File: src/rtl/iir_pkg.sv
// Shared types and constants for the IIR coefficient scheduler.
// A_DEFAULT is the coefficient set the section ran with before runtime loading.
package iir_pkg;

  localparam int N_COEF = 6;
  localparam int COEF_W = 15;
  localparam int ADDR_W = 3;

  typedef logic signed [COEF_W-1:0] coef_t;
  typedef coef_t [N_COEF-1:0] coef_bank_t;

  // sfix15_En11: a[0] = 1.0, the rest small alternating taps
  localparam coef_bank_t A_DEFAULT = {
    coef_t'(-205),
    coef_t'(410),
    coef_t'(-819),
    coef_t'(1638),
    coef_t'(-3277),
    coef_t'(2048)
  };

  typedef enum logic [1:0] {
    IDLE  = 2'd0,
    ARMED = 2'd1,
    FLUSH = 2'd2
  } state_e;

endpackage

File: src/rtl/iir_coeff_bank.sv
// Shadow/active coefficient register pair.
// Writes land in the shadow; swap_i copies the whole shadow into active.
module iir_coeff_bank
  import iir_pkg::*;
(
  input  logic              clk,
  input  logic              reset,
  input  logic              wr_en_i,
  input  logic [ADDR_W-1:0] wr_addr_i,
  input  coef_t             wr_data_i,
  input  logic              swap_i,
  output coef_bank_t        active_o
);

  coef_bank_t shadow_q;
  coef_bank_t shadow_d;
  coef_bank_t active_q;

  always_comb begin
    shadow_d = shadow_q;
    for (int i = 0; i < N_COEF; i++) begin
      if (wr_en_i && (wr_addr_i == ADDR_W'(i))) begin
        shadow_d[i] = wr_data_i;
      end
    end
  end

  always_ff @(posedge clk) begin
    if (reset) begin
      shadow_q <= A_DEFAULT;
      active_q <= A_DEFAULT;
    end else begin
      shadow_q <= shadow_d;
      if (swap_i) begin
        active_q <= shadow_q;
      end
    end
  end

  assign active_o = active_q;

endmodule

File: src/rtl/iir_coeff_sched.sv
// Runtime coefficient controller: config port, atomic bank swap on a
// sample boundary, optional delay-line flush and sample-enable gating.
module iir_coeff_sched
  import iir_pkg::*;
#(
  parameter int FLUSH_CYCLES = 4,
  parameter int DROP_W       = 8
) (
  input  logic                     clk,
  input  logic                     reset,
  input  logic                     sample_en,
  input  logic                     cfg_valid,
  output logic                     cfg_ready,
  input  logic [ADDR_W-1:0]        cfg_addr,
  input  logic [COEF_W-1:0]        cfg_data,
  input  logic                     cfg_commit,
  input  logic                     cfg_flush,
  output logic [N_COEF*COEF_W-1:0] a_out,
  output logic                     iir_en,
  output logic                     iir_clear,
  output logic                     busy,
  output logic                     err_addr,
  output logic [DROP_W-1:0]        drop_cnt
);

  localparam int FC_W = $clog2(FLUSH_CYCLES + 1);

  state_e            state_q, state_d;
  logic              flush_q, flush_d;
  logic [FC_W-1:0]   fcnt_q, fcnt_d;
  logic              ready_q;
  logic              iir_en_q;
  logic              clear_q;
  logic              busy_q;
  logic              err_q;
  logic [DROP_W-1:0] drop_q;

  logic       acc;
  logic       wr_beat;
  logic       wr_ok;
  logic       commit;
  logic       swap;
  logic       suppress;
  coef_bank_t active;

  // ready_q is only ever high while state_q is IDLE
  assign acc     = cfg_valid & ready_q;
  assign wr_beat = acc & ~cfg_commit;
  assign wr_ok   = wr_beat & (cfg_addr < ADDR_W'(N_COEF));
  assign commit  = acc & cfg_commit;

  always_comb begin
    state_d  = state_q;
    flush_d  = flush_q;
    fcnt_d   = fcnt_q;
    swap     = 1'b0;
    suppress = 1'b0;
    unique case (state_q)
      IDLE: begin
        if (commit) begin
          flush_d = cfg_flush;
          state_d = ARMED;
        end
      end
      ARMED: begin
        if (sample_en) begin
          swap     = 1'b1;
          suppress = 1'b1;
          fcnt_d   = '0;
          state_d  = flush_q ? FLUSH : IDLE;
        end
      end
      FLUSH: begin
        suppress = sample_en;
        if (fcnt_q == FC_W'(FLUSH_CYCLES - 1)) begin
          state_d = IDLE;
        end else begin
          fcnt_d = fcnt_q + 1'b1;
        end
      end
      default: state_d = IDLE;
    endcase
  end

  always_ff @(posedge clk) begin
    if (reset) begin
      state_q  <= IDLE;
      flush_q  <= 1'b0;
      fcnt_q   <= '0;
      ready_q  <= 1'b0;
      iir_en_q <= 1'b0;
      clear_q  <= 1'b0;
      busy_q   <= 1'b0;
      err_q    <= 1'b0;
      drop_q   <= '0;
    end else begin
      state_q  <= state_d;
      flush_q  <= flush_d;
      fcnt_q   <= fcnt_d;
      ready_q  <= (state_d == IDLE);
      iir_en_q <= sample_en & ~suppress;
      clear_q  <= (state_d == FLUSH);
      busy_q   <= (state_d != IDLE);
      if (wr_beat && !wr_ok) begin
        err_q <= 1'b1;
      end
      if (suppress && (drop_q != '1)) begin
        drop_q <= drop_q + 1'b1;
      end
    end
  end

  iir_coeff_bank u_bank (
    .clk       (clk),
    .reset     (reset),
    .wr_en_i   (wr_ok),
    .wr_addr_i (cfg_addr),
    .wr_data_i (coef_t'(cfg_data)),
    .swap_i    (swap),
    .active_o  (active)
  );

  assign a_out     = active;
  assign cfg_ready = ready_q;
  assign iir_en    = iir_en_q;
  assign iir_clear = clear_q;
  assign busy      = busy_q;
  assign err_addr  = err_q;
  assign drop_cnt  = drop_q;

endmodule

File: config.mk
export PLATFORM = sky130hd
export DESIGN_NAME = iir_coeff_sched
export DESIGN_NICKNAME = d
export VERILOG_FILES = /design/src/rtl/iir_pkg.sv /design/src/rtl/iir_coeff_bank.sv /design/src/rtl/iir_coeff_sched.sv
export SDC_FILE = /design/constraint.sdc
export NUM_CORES = 1
export LEC_CHECK = 0
export CAP_MARGIN = 0
export CORE_ASPECT_RATIO = 0.5
export CORE_MARGIN = 5
export CORE_UTILIZATION = 51
export DETAILED_ROUTE_END_ITERATION = 16
export PLACE_DENSITY = 0.85
export RECOVER_POWER = 25
export SLEW_MARGIN = 20
export SYNTH_ARGS = -nofsm -noshare
export SYNTH_HDL_FRONTEND = slang
export SYNTH_HIERARCHICAL = 1
export SYNTH_SLANG_ARGS = --single-unit
File: constraint.sdc
create_clock -name clk -period 3.4 [get_ports clk]
set_clock_uncertainty 0.1 [all_clocks]
set_input_delay 0.68 -clock clk [delete_from_list [all_inputs] [get_ports clk]]
set_output_delay 0.68 -clock clk [all_outputs]
set_load 0.02 [all_outputs]
==> flow_summary.json <==
{
  "drv_slew": 0,
  "tns_ns": 0,
  "p_int_w": 0.00349,
  "grtUsageTotal_pct": 20.1,
  "p_leak_nw": 3.80,
  "dr.pass1.iters": 5,
  "htree_num_levels": 4,
  "cts_tree": "built",
  "ys_types": 45,
  "maxCapViolCount": 0,
  "rsz0062_at_grt": "no",
  "placed_cells": 1026,
  "swShare_pct": 23.9,
  "yosysSeqAreaShare_pct": 51.9,
  "cts_hold_buf": 0,
  "peakVddDrop_uv": 352,
  "synth_cells": 734,
  "cts_made_buffers": 17,
  "finalSetupViolations": 0,
  "finish.utilization_pct": 66.3,
  "gp_congestion": 0.808,
  "antenna_found_initial": 0,
  "hold_violations": 0,
  "r2r_slack_ns": 0.99,
  "share_clk_of_total_power_pct": 41.6,
  "setup_ws_ns": 0.660,
  "clk_path_buf_depth": 2,
  "final_cells": 1058,
  "io_pins": 127,
  "hold_path.class": "reg2reg",
  "wl_um": 18000,
  "cp-end-kind": "register",
  "sequentialPowerShare_pct": 51.8,
  "fin_crit_ns": 2.74,
  "maxSlewHeadroom_pct": 29.9,
  "avgSynthCellArea_um2": 10.5,
  "worstSetupPathType": "in2reg",
  "cts_setup_buffers": 0,
  "ys_warn_count": 6,
  "portBuffers": 126,
  "start_kind": "input pin",
  "status": "completed",
  "critPathMaxFanout": 31,
  "dieArea_um2": 17700,
  "clkLatencyLatePin_ns": 0.42,
  "grt_pass1_vias": 5550,
  "ys_seq_elements": 199,
  "async_flop_share_pct": 0,
  "power.total_w": 0.00458,
  "netlist_area_um2": 7670,
  "syn_nets": 765,
  "required_ns": 3.60,
  "max_freq_mhz": 365,
  "grt_overflow": 0,
  "combPwrFrac_pct": 6.5,
  "worstPathArrival_ns": 2.94,
  "layout-drive-gt1-share_pct": 6.40,
  "drc": 0,
  "clk_pin_slew_worst_paths_ns": 0.07,
  "cts.repair.resized": 0,
  "wl_per_cell_um": 17.0,
  "finalCritPeriodShare_pct": 80.6,
  "drtIter0Drc": 420,
  "cts_root_buf": "clkbuf_16",
  "vias": 5532,
  "vias_per_cell": 5.23,
  "synthFlopType": "dfxtp_1",
  "grt_max_degree": 85,
  "clkSinkCount": 199,
  "p_switching_w": 0.00109,
  "die_w_um": 183,
  "cellPowerDensity_nw_per_um2": 474,
  "syn2layout_area_growth_pct": 26.0,
  "nets": 878,
  "tightest_slew_ns": 1.05,
  "synth-edff-count": 0,
  "grt_pass1_wl_um": 29000,
  "core_area_um2": 14600,
  "die_y_um": 96.7,
  "start_util_pct": 52.6,
  "dp_hpwl_um": 12500,
  "diodes": 0,
  "dp_slack_ns": 0.662,
  "std_cell_rows": 31,
  "antenna_left": 0
}
-- cell usage after synthesis, drive strengths merged, types with 2 or more instances --
library cell | number | area (um^2)
a211o | 43 | 377
a21oi | 5 | 28.8
and2 | 3 | 21.3
and3 | 3 | 18.8
buf | 19 | 114
clkbuf | 32 | 120
dfxtp | 199 | 3980
ha | 7 | 87.6
inv | 5 | 18.8
mux2i | 141 | 1410
nand2 | 4 | 17.5
nand2b | 63 | 394
nand3 | 4 | 20.0
nand4 | 4 | 37.5
nand4b | 3 | 26.3
nand4bb | 2 | 22.5
nor2 | 122 | 458
nor2b | 45 | 284
nor3 | 5 | 25.0
nor3b | 2 | 15.0
nor4b | 3 | 32.5
nor4bb | 2 | 20.0
o21ai | 5 | 25.0
or3 | 2 | 17.5
xor2 | 2 | 17.5
-- metal layers --
metal,up-vias,wire length (um),global-route usage (%)
met4,0,262,5.95
met2,145,8660,33.0
met3,31,928,3.97
met5,-,0,0
li1,2715,-,-
met1,2641,8180,26.9
-- layout by cell type (no fill, tap or decap), types with 3 or more instances in the layout --
master and count:
a211o_1 43, a21oi_1 5, and3_1 3, buf_4 11
clkbuf_1 6, clkbuf_16 17, clkdlybuf4s50_1 123, clkinv_4 4
dfxtp_1 199, ha_1 7, inv_1 5, inv_6 4
mux2i_1 141, nand2_1 3, nand2b_1 63, nand3_1 4
nand4_1 3, nand4b_1 3, nor2_1 122, nor2b_1 45
nor3_1 5, o21ai_0 4
-- area by class of cell --
class                   instances  area (um^2)
clock buffers                  19          453
clock inverters                13          110
fillers                      1118         4920
inverters                       5         18.8
multi-input cells             479         3440
flip-flops and latches        199         3980
well taps                     198          248
repair buffers                145         1410
-- registers in the layout, indices dropped and copies added (netlist names) --
register	cells
u_bank/shadow_q	90
iir_clear	1
state_q	2
flush_q	1
cfg_ready	1
busy	1
iir_en	1
err_addr	1
u_bank/active_o	90
fcnt_q	3
drop_cnt	8
-- logic make-up after synthesis --
logic type                 Yosys count  share of synthesized area [%]
muxes                              141                           18.4
adders and majority gates            7                           1.14
DFF                                199                           51.9
AOI/OAI and AO/OA                   59                           6.21
xor gates and xnor gates             2                          0.228
and+or+nand+nor                    270                           18.8
buffers and inverters               56                           3.29
-- critical path, cell delays in order --
cell           delay, ns
dlygate4sd3_1       0.63
and2_4              0.42
clkbuf_1            0.83
nor2b_1             0.10
a211o_1             0.27
-- through the flow --
| step | hold WS, ns | cell area (um^2) |
|---|---|---|
| 2_1_floorplan | 0.336 | 7670 |
| 3_3_place_gp | 0.345 | 9140 |
| 3_5_place_dp | 0.356 | 9140 |
| 4_1_cts | 0.368 | 9700 |
| 5_1_grt | 0.378 | 9660 |
| 6_report | 0.370 | 9660 |
-- power groups by stage --
stage | registers [W] | logic, W | clock network [W]
final | 0.00238 | 0.000300 | 0.00191
after global routing | 0.00238 | 0.000320 | 0.00205
after CTS | 0.00238 | 0.000303 | 0.00194
after detailed placement | 0.00243 | 0.000301 | 0
after global placement | 0.00243 | 0.000296 | 0
after floorplan | 0.00245 | 0.000148 | 0
-- worst paths after layout --
kind / startpoint / endpoint / cells after the start
worst max-delay path: sample_en / u_bank/active_o[45]$_SDFFE_PP1P_ / 5
worst min-delay path: u_bank/shadow_q[11]$_SDFFE_PP1P_ / u_bank/active_o[11]$_SDFFE_PP1P_ / 1
worst max register to register: state_q[1]$_SDFF_PP0_ / u_bank/active_o[45]$_SDFFE_PP1P_ / 6
worst min register to register: u_bank/shadow_q[11]$_SDFFE_PP1P_ / u_bank/active_o[11]$_SDFFE_PP1P_ / 1
No activity file was read; power rests on OpenSTA's default activity.
